$ cat config.mk
export PLATFORM = sky130hd
export DESIGN_NAME = req_encoder
export DESIGN_NICKNAME = d
export VERILOG_FILES = /design/src/rtl/req_encoder_pkg.sv /design/src/rtl/req_encoder_rr_select.sv /design/src/rtl/req_encoder.sv
export SDC_FILE = /design/constraint.sdc
export NUM_CORES = 1
export LEC_CHECK = 0
export ABC_AREA = 1
export CAP_MARGIN = 25
export CORE_MARGIN = 2
export CORE_UTILIZATION = 38
export CTS_CLUSTER_DIAMETER = 100
export DETAILED_ROUTE_END_ITERATION = 8
export REMOVE_ABC_BUFFERS = 1
export SYNTH_ARGS = -nofsm -noshare
export SYNTH_HDL_FRONTEND = slang
export SYNTH_SLANG_ARGS = --single-unit
$ cat constraint.sdc
create_clock -name clk -period 3.8 [get_ports clk]
set_clock_uncertainty 0.05 [all_clocks]
set_input_delay 0.76 -clock clk [delete_from_list [all_inputs] [get_ports clk]]
set_output_delay 0.76 -clock clk [all_outputs]
set_load 0.01 [all_outputs]
$ cat src/rtl/req_encoder_pkg.sv
// Shared types for the round-robin request encoder.
// Holds the FSM state encoding and the index-width helper.
package req_encoder_pkg;

   typedef enum logic [0:0] {
      IDLE  = 1'b0,
      GRANT = 1'b1
   } state_t;

   // Width of a binary index for n lines; never below one bit.
   function automatic int idx_width(input int n);
      return (n > 2) ? $clog2(n) : 1;
   endfunction

endpackage

$ cat src/rtl/req_encoder_rr_select.sv
// Rotating priority selector: first set bit of cand at or after ptr.
// Ports: cand/ptr in; found, idx and onehot (decode of idx) out.
module rr_select
   import req_encoder_pkg::*;
#(
   parameter int N = 4,
   parameter int W = idx_width(N)
) (
   input  logic [N-1:0] cand,
   input  logic [W-1:0] ptr,
   output logic         found,
   output logic [W-1:0] idx,
   output logic [N-1:0] onehot
);

   logic [W-1:0] pos;

   // N is a power of two, so W-bit addition wraps modulo N.
   always_comb begin
      found = 1'b0;
      idx   = '0;
      pos   = '0;
      for (int i = 0; i < N; i++) begin
         pos = ptr + W'(i);
         if (!found && cand[pos]) begin
            found = 1'b1;
            idx   = pos;
         end
      end
      onehot      = '0;
      onehot[idx] = found;
   end

endmodule

$ cat src/rtl/req_encoder.sv
// Sequential N-to-log2(N) request encoder with round-robin grants.
// Ports: clk, rst (async high), req_in, out_ready in; out_valid,
// out_idx, out_onehot, pending_o, overflow out.
module req_encoder
   import req_encoder_pkg::*;
#(
   parameter  int N = 4,
   localparam int W = idx_width(N)
) (
   input  logic         clk,
   input  logic         rst,
   input  logic [N-1:0] req_in,
   input  logic         out_ready,
   output logic         out_valid,
   output logic [W-1:0] out_idx,
   output logic [N-1:0] out_onehot,
   output logic [N-1:0] pending_o,
   output logic         overflow
);

   state_t       state;
   logic [W-1:0] ptr;
   logic [N-1:0] pending;
   logic         hs;
   logic [N-1:0] served;
   logic [N-1:0] cand;
   logic [W-1:0] nxt_ptr;
   logic [W-1:0] sel_ptr;
   logic         found;
   logic [W-1:0] sel_idx;
   logic [N-1:0] sel_onehot;

   assign out_valid = (state == GRANT);
   assign pending_o = pending;

   assign hs      = out_valid & out_ready;
   assign served  = hs ? out_onehot : '0;
   assign cand    = (pending & ~served) | req_in;
   assign nxt_ptr = out_idx + W'(1);
   // Back-to-back grants search from the slot after the one served.
   assign sel_ptr = hs ? nxt_ptr : ptr;

   rr_select #(
      .N (N),
      .W (W)
   ) u_sel (
      .cand   (cand),
      .ptr    (sel_ptr),
      .found  (found),
      .idx    (sel_idx),
      .onehot (sel_onehot)
   );

   always_ff @(posedge clk or posedge rst) begin
      if (rst) begin
         state      <= IDLE;
         ptr        <= '0;
         pending    <= '0;
         out_idx    <= '0;
         out_onehot <= '0;
         overflow   <= 1'b0;
      end else begin
         pending  <= cand;
         // A bit being served and re-requested is a fresh request.
         overflow <= |(req_in & pending & ~served);
         unique case (state)
            IDLE: begin
               if (found) begin
                  out_idx    <= sel_idx;
                  out_onehot <= sel_onehot;
                  state      <= GRANT;
               end
            end
            GRANT: begin
               if (hs) begin
                  ptr <= nxt_ptr;
                  if (found) begin
                     out_idx    <= sel_idx;
                     out_onehot <= sel_onehot;
                  end else begin
                     out_onehot <= '0;
                     state      <= IDLE;
                  end
               end
            end
            default: state <= IDLE;
         endcase
      end
   end

endmodule

==> Yosys cells after proc, flatten, opt, wreduce, memory -nomap -nowiden <==
Index checks and enable logic that the tools add are counted.
{ "classes": {"n_eq_ne": 2, "reduce_logical": 9, "mux": 30, "bitwise": 8, "n_lt_le_gt_ge": 6, "add_sub_neg": 4} }
{ "op_table": {"columns": ["cell", "count"], "rows": [
  ["4-bit bitwise AND", 4],
  ["4-bit 2-to-1 mux", 4],
  ["2-bit by 3-bit less-than comparator with 1-bit output (second input constant)", 5],
  ["2-bit 2-to-1 mux", 7],
  ["1-bit 2-to-1 mux", 11],
  ["1-bit binary-select mux with 2-bit select", 4],
  ["4-bit one-hot mux with 2 select lines", 1],
  ["2-bit by 1-bit adder with 2-bit output (second input constant)", 2],
  ["2-bit adder (second input constant)", 2],
  ["1-bit logical AND", 4],
  ["4-bit NOT", 1],
  ["4-bit bitwise OR", 1],
  ["2-bit one-hot mux with 2 select lines", 1],
  ["4-bit OR reduction", 1],
  ["1-bit logical NOT", 3],
  ["1-bit demux with 2-bit select", 1],
  ["2-bit by 1-bit >= comparator with 1-bit output (second input constant)", 1],
  ["2-bit by 1-bit != test with 1-bit output (second input constant)", 1],
  ["2-bit != test (second input constant)", 1],
  ["1-bit one-hot mux with 2 select lines", 1],
  ["2-bit AND reduction", 1],
  ["1-bit bitwise AND", 1],
  ["1-bit NOT", 1]
]} }
{ "word_totals": {"wordCells": 65, "regBits": 14, "output_inout_bits": 12} }

==> Logic depth before layout (Yosys ltp) <==
Gate-level depths: netlist (run 1).
{ "logic_depth": {"depth_word": 25, "mapped_depth": 16} }

==> By module <==
A second synthesis (run 1) with hierarchy kept.
{ "hier_totals": {"cells_unflattened": 148, "hier_area_um2": 1021.0} }
{ "modules_own_cells": {"columns": ["module", "n_inst", "area_per_inst_um2", "cells_each", "seq_area_each_um2"], "rows": [
  ["req_encoder", 1, 628.1, 74, 350.3],
  ["rr_select", 1, 392.9, 74, 0.0]
]} }

==> Least setup slack after synthesis (run 1) <==
No wires, ideal clock.
{ "synth_timing": {"path_kind": "input port to flip-flop", "from": "input port out_ready", "to": "register out_onehot[2]", "cell_stages": 14, "path_buffers": 2, "path_slack_ns": 1.717, "arrival_time_ns": 1.915, "path_cell_list": "buf_6 nand2_8 nand2_2 nand2_2 buf_6 nand3_4 nand2_2 nand2_1 o21ai_2 nand3_2 o21ai_1 nand2_1 nand3_1 nand2_1"} }
{ "synth_between": {"elab_chain_cells": 25} }
{ "synth_lines": {"columns": ["element", "line_no", "text"], "rows": [
  ["start: declaration", "req_encoder.sv:13", "input logic out_ready,"],
  ["1-bit bitwise AND *", "req_encoder.sv:36", "assign hs = out_valid & out_ready;"],
  ["4-bit 2-to-1 mux", "req_encoder.sv:37", "assign served = hs ? out_onehot : '0;"],
  ["4-bit NOT", "req_encoder.sv:38", "assign cand = (pending & ~served) | req_in;"],
  ["4-bit bitwise AND", "req_encoder.sv:38", null],
  ["4-bit bitwise OR", "req_encoder.sv:38", null],
  ["1-bit binary-select mux with 2-bit select", "req_encoder_rr_select.sv:25", "if (!found && cand[pos]) begin"],
  ["1-bit 2-to-1 mux (not written as such)", "req_encoder_rr_select.sv:25", null],
  ["1-bit 2-to-1 mux", "req_encoder_rr_select.sv:25", null],
  ["[9 not listed]", null, null],
  ["2-bit by 3-bit less-than comparator with 1-bit output (not written as such) / 2-bit by 1-bit >= comparator with 1-bit output (equally long branches)", "req_encoder_rr_select.sv:31", "onehot[idx] = found;"],
  ["1-bit logical AND (not written as such)", "req_encoder_rr_select.sv:31", null],
  ["1-bit 2-to-1 mux (not written as such)", "req_encoder_rr_select.sv:31", null],
  ["1-bit demux with 2-bit select", null, null],
  ["4-bit bitwise AND (no source line)", null, null],
  ["4-bit 2-to-1 mux", "req_encoder.sv:77", "if (found) begin"],
  ["4-bit 2-to-1 mux", "req_encoder.sv:75", "if (hs) begin"],
  ["4-bit one-hot mux with 2 select lines", "req_encoder.sv:66", "unique case (state)"],
  ["end signal: assignment", "req_encoder.sv:70", "out_onehot <= sel_onehot;"],
  ["end signal: assignment", "req_encoder.sv:79", "out_onehot <= sel_onehot;"],
  ["end: declaration", "req_encoder.sv:16", "output logic [N-1:0] out_onehot,"]
]} }
Every way passes the cells marked *; elsewhere a longest branch is shown, timed or not. The select of a mux whose other input is x is not followed.
A chain may end at the register's enable or synchronous reset.

==> Final worst setup path (run 1) <==
{ "layout_timing": {"from": "input port out_ready", "to": "register out_onehot[0]"} }
Same word-level chain as after synthesis.

==> impl_metrics.toml, run 1 <==
[sta]
tightest_slew_ns = 0.541
maxSlewViolCount = 0
whs_ns = 0.473
min_period_ns = 2.77
setup_slack_ns = 1.03
fmax_mhz = 361
setup-tns-final_ns = 0
finalCritPeriodShare_pct = 72.9
rsz0062_at_grt = "no"
hold_viol = 0
slew_headroom_pct = 63.9
setup_violations = 0

[global_route]
grt_pass1_wl_um = 4370
first_global_vias = 947
grt_overflow_total = 0
grt_use_total_pct = 16.8
grt_max_degree = 15
antenna_found_initial = 0

[clock_tree]
clockBufferDepth = 2
clkSinkCount = 14
cts-root-buf = "clkbuf_4"
clkLatencyLatePin_ns = 0.27
htreeDepth = 1
postCtsSetupRepairBufs = 0
tritoncts = "yes"
cts_buffers = 3
holdBufCountCts = 0
clk_pin_slew_ns = 0.08
cts_resized = 0

[place]
place_congestion = 0.874
hpwl_um = 2000
dp.cells = 194
port_buffers = 18
postPlaceCellArea_um2 = 1280
dp_slack_ns = 0.737

[route]
ant_nets = 0
vias_per_cell = 4.97
dr_total_vias = 979
drt_wl_total_um = 2470
drtIter0Drc = 22
firstDrtPassIters = 4
wl_per_cell_um = 12.5
drc = 0

[hold_path]
worstHoldPathCells = 2
hold-path-endpoint = "out_onehot[0]"
min_path_type = "reg -> reg"
min_from = "out_onehot[0]"

[setup_path]
required_ns = 3.92
crit_path_start_kind = "primary input"
r2r_slack_ns = 1.64
r2r_start = "out_valid"
critPathMaxFanout = 11
crit_path_end_kind = "register"
worst-setup-path-type = "in -> reg"
critPathArrivalTime_ns = 2.89
rr_worst_depth = 11
r2r-end = "out_onehot[0]"

[synth]
seq_area_frac_synth_pct = 31.6
ys_types = 22
synth_edf_count = 0
synth_flop_cell = "dfrtp_1"
synthCells = 149
ys_warn_count = 0
ys_ff_latch = 14
synth_commonest_cells = "nand2_1 (44), nand3_1 (17), nand2_2 (16)"
syn_area_um2 = 1110
synth_top_area_share_pct = 31.6
synth_area_leader_cell = "dfrtp_1"
syn_avg_cell_area_um2 = 7.45
synth.area.top_cells = "dfrtp_1 (32%), nand2_1 (15%), nand2_2 (9.0%)"
async_flop_share_pct = 100
yosysMostFrequentCell = "nand2_1"

[cells_and_area]
synthToLayoutAreaGrowth_pct = 17.7
num-fill-cells = 280
drive_gt1_share_pct = 25.3
n_antenna_cell = 0
fin_area_um2 = 1310
instances_no_fill = 197
nets = 175

[floorplan]
io-pin-count = 19
core_um2 = 2760
die_h_um = 58.0
die_area_um2 = 3370
start_util_pct = 40.2
die_w_um = 58.0
rows = 19

[pwr]
worst_ir_drop_vdd_v = 0.000398
cellLeakagePower_nw = 0.634
cellPowerDensity_nw_per_um2 = 652

[run_status]
status = "complete, no violations"

[flow_run]
drv_cap = 0
state kept, by name, indices dropped and copies added, names as in the netlist:
| signal | cells |
|---|---|
| out_onehot | 4 |
| overflow | 1 |
| out_valid | 1 |
| out_idx | 2 |
| pending_o | 4 |
| ptr | 2 |
cell families after synthesis:
kind of cell,Yosys count,share of synthesized area (%)
compound gates,12,7.33
buf+inv,21,9.92
simple gates,102,51.2
flops,14,31.6
cell type report:
| cell class | count | area [um2] | share of cell area, % |
|---|---|---|---|
| multi-input cells | 114 | 649 | 49.7 |
| flip-flops and latches | 14 | 350 | 26.8 |
| repair buffers | 18 | 180 | 13.8 |
| inverters | 17 | 65.1 | 4.98 |
| well taps | 31 | 38.8 | 2.97 |
| clock buffers | 3 | 22.5 | 1.72 |
power by group:
part	switching (mW)	leakage [nW]	total, mW	internal [mW]
combinational	0.338	0.464	0.536	0.198
sequential	0.0403	0.156	0.233	0.193
clock	0.0453	0.0138	0.0821	0.0367
worst max-delay path, cell delays in order:
cell and delay, ns:
clkdlybuf4s50_1 0.74, nand2_8 0.11, nand2_2 0.08, nand2_2 0.17, nand2_1 0.14, nand2_2 0.12, o21ai_2 0.24, nand3_2 0.13
o21ai_1 0.13, nand2_1 0.11, nand3_1 0.09, nand2_1 0.05
layout by cell type (no fill, tap or decap):
cell and instances:
nand2_1 44, clkdlybuf4s50_1 18, nand3_1 17, nand2_2 16, dfrtp_1 14, inv_1 12, nand3_2 8, nor2_1 8
o21ai_1 5, inv_2 4, nand2_4 4, clkbuf_4 3, o21ai_2 2, nand4_1 2, nand2_8 1, nand3_4 1
o21ai_4 1, nand4_2 1, a21oi_1 1, clkinv_2 1, o22ai_1 1, a31oi_1 1, o21ai_0 1
stage by stage:
stage	utilization [%]	total power [mW]
5_1_grt	47.4	0.939
4_1_cts	47.4	0.858
3_3_place_gp	46.6	0.771
2_1_floorplan	-	0.610
6_report	47.4	0.851
3_5_place_dp	46.6	0.772
per-layer routing:
layer  routed length, um  vias to the layer above  part of all wire [%]  global-route usage (%)
met5                   0                        -                     0                       0
met4                   5                        0                  0.20                    2.33
met3                  83                        2                   3.4                    4.91
met2                1210                       19                    49                    27.9
met1                1170                      446                    47                    22.1
li1                    -                      512                     -                       -
how the worst max path moves through the flow:
| stage | slack (ns) | start | end |
|---|---|---|---|
| final | 1.03 | out_ready | out_onehot[0] |
| after CTS | 1.04 | out_ready | out_onehot[0] |
| after global placement | 0.76 | out_ready | out_onehot[0] |
| after global routing | 0.83 | out_ready | out_onehot[2] |
| after floorplan | 1.79 | out_ready | out_onehot[2] |
| after detailed placement | 0.74 | out_ready | out_onehot[0] |
Note: power is estimated with default switching activity, not from simulation.
==> run 2: changes to the inputs <==
==> constraint.sdc (replaced) <==
create_clock -name clk -period 2.9 [get_ports clk]
set_clock_uncertainty 0.05 [all_clocks]
set_input_delay 0.58 -clock clk [delete_from_list [all_inputs] [get_ports clk]]
set_output_delay 0.58 -clock clk [all_outputs]
set_load 0.01 [all_outputs]
==> impl_metrics.toml, run 2 (synthesis gave the netlist of run 1 again) <==
[run_status]
status = "complete, no violations"

[sta]
maxSlewViolCount = 0
setup_slack_ns = 0.451
whs_ns = 0.471
setup_violations = 0
tightest_slew_ns = 0.540
finalCritPeriodShare_pct = 84.4
hold_viol = 0
setup-tns-final_ns = 0
rsz0062_at_grt = "no"
fmax_mhz = 408
min_period_ns = 2.45
slew_headroom_pct = 64.0

[hold_path]
min_path_type = "reg -> reg"

[cells_and_area]
nets = 176
ff_latch_area_um2 = 350
final_cell_mix = "nand2_1 (44), clkdlybuf4s50_1 (18), nand3_1 (17), nand2_2 (16), dfrtp_1 (14)"
multi_input_area_um2 = 649
layout_commonest_cell = "nand2_1"
n_antenna_cell = 0
final_util_pct = 47.6
fin_area_um2 = 1310
num-fill-cells = 296
synthToLayoutAreaGrowth_pct = 18.4
drive_gt1_share_pct = 25.7

[global_route]
grt_overflow_total = 0
antenna_found_initial = 0
grt_use_total_pct = 16.6
grt_pass1_wl_um = 4290
grt_max_degree = 15
first_global_vias = 948

[setup_path]
worst-setup-path-type = "in -> reg"
critPathArrivalTime_ns = 2.57
crit_path_start_kind = "primary input"
critPathMaxFanout = 11
required_ns = 3.02
crit_path_end_kind = "register"

[clock_tree]
cts-root-buf = "clkbuf_4"
htreeDepth = 1
tritoncts = "yes"
clockBufferDepth = 2
clkSinkCount = 14
cts_buffers = 3
clkLatencyLatePin_ns = 0.27
postCtsSetupRepairBufs = 0
cts_resized = 0
holdBufCountCts = 0
clk_pin_slew_ns = 0.08

[floorplan]
io-pin-count = 19
core_um2 = 2760
die_h_um = 58.0
die_w_um = 58.0
start_util_pct = 40.2
rows = 19
die_area_um2 = 3370

[flow_run]
drv_cap = 0

[place]
place_congestion = 0.952
hpwl_um = 1990
dp_slack_ns = 0.164
postPlaceCellArea_um2 = 1290
port_buffers = 18

[route]
dr_total_vias = 972
vias_per_cell = 4.91
drtIter0Drc = 29
wl_per_cell_um = 12.4
firstDrtPassIters = 4
ant_nets = 0
drt_wl_total_um = 2450
drc = 0

[pwr]
cellPowerDensity_nw_per_um2 = 852
cellLeakagePower_nw = 0.638
worst_ir_drop_vdd_v = 0.000444
## run 2: worst paths after layout
| check | start | end | slack (ns) | cells after the start |
|---|---|---|---|---|
| max in group asynchronous | rst | pending_o[1] | 1.85 | 2 |
| min in group asynchronous | rst | out_onehot[0] | 0.60 | 2 |
| setup / recovery | out_ready | out_onehot[0] | 0.45 | 13 |
| setup reg to reg | out_valid | out_onehot[0] | 0.75 | 11 |
| hold / removal | out_onehot[0] | out_onehot[0] | 0.47 | 2 |
| hold reg to reg | out_onehot[0] | out_onehot[0] | 0.47 | 2 |
## run 2: final cells by class
type / instances / share of cell area (%)
Clock buffer: 3 / 1.71
Tap cell: 31 / 2.95
Inverter: 17 / 4.95
Multi-Input combinational cell: 114 / 49.4
Sequential cell: 14 / 26.7
Timing Repair Buffer: 19 / 14.3
## run 2: stage by stage
step,power (mW),instances
finish,1.12,198
global route,1.22,198
CTS,1.13,198
detailed placement,1.02,195
global placement,1.01,195
floorplan,0.799,145
## run 2: power by group
part	leakage (nW)	internal, mW	switching [mW]	total (mW)
clock	0.0138	0.0480	0.0576	0.106
sequential	0.156	0.253	0.0537	0.307
combinational	0.469	0.260	0.447	0.707
total	0.638	0.561	0.558	1.12
## run 2: critical path, stage by stage
cell and delay (ns):
clkdlybuf4s50_1 0.46, buf_4 0.18, nand2_8 0.08, nand2_2 0.07, nand2_2 0.18, nand2_1 0.14, nand2_2 0.12, o21ai_2 0.24
nand3_2 0.13, nor2_1 0.16, nor2_1 0.08, nand3_1 0.10, nand2_1 0.05
## run 2: layer usage
| metal | vias to the layer above | GRT usage, % | part of all wire, % |
|---|---|---|---|
| met3 | 4 | 4.46 | 4.8 |
| met5 | - | 0 | 0 |
| met4 | 0 | 2.66 | 0.86 |
| met2 | 27 | 29.1 | 48 |
| li1 | 514 | - | - |
| met1 | 427 | 20.7 | 46 |
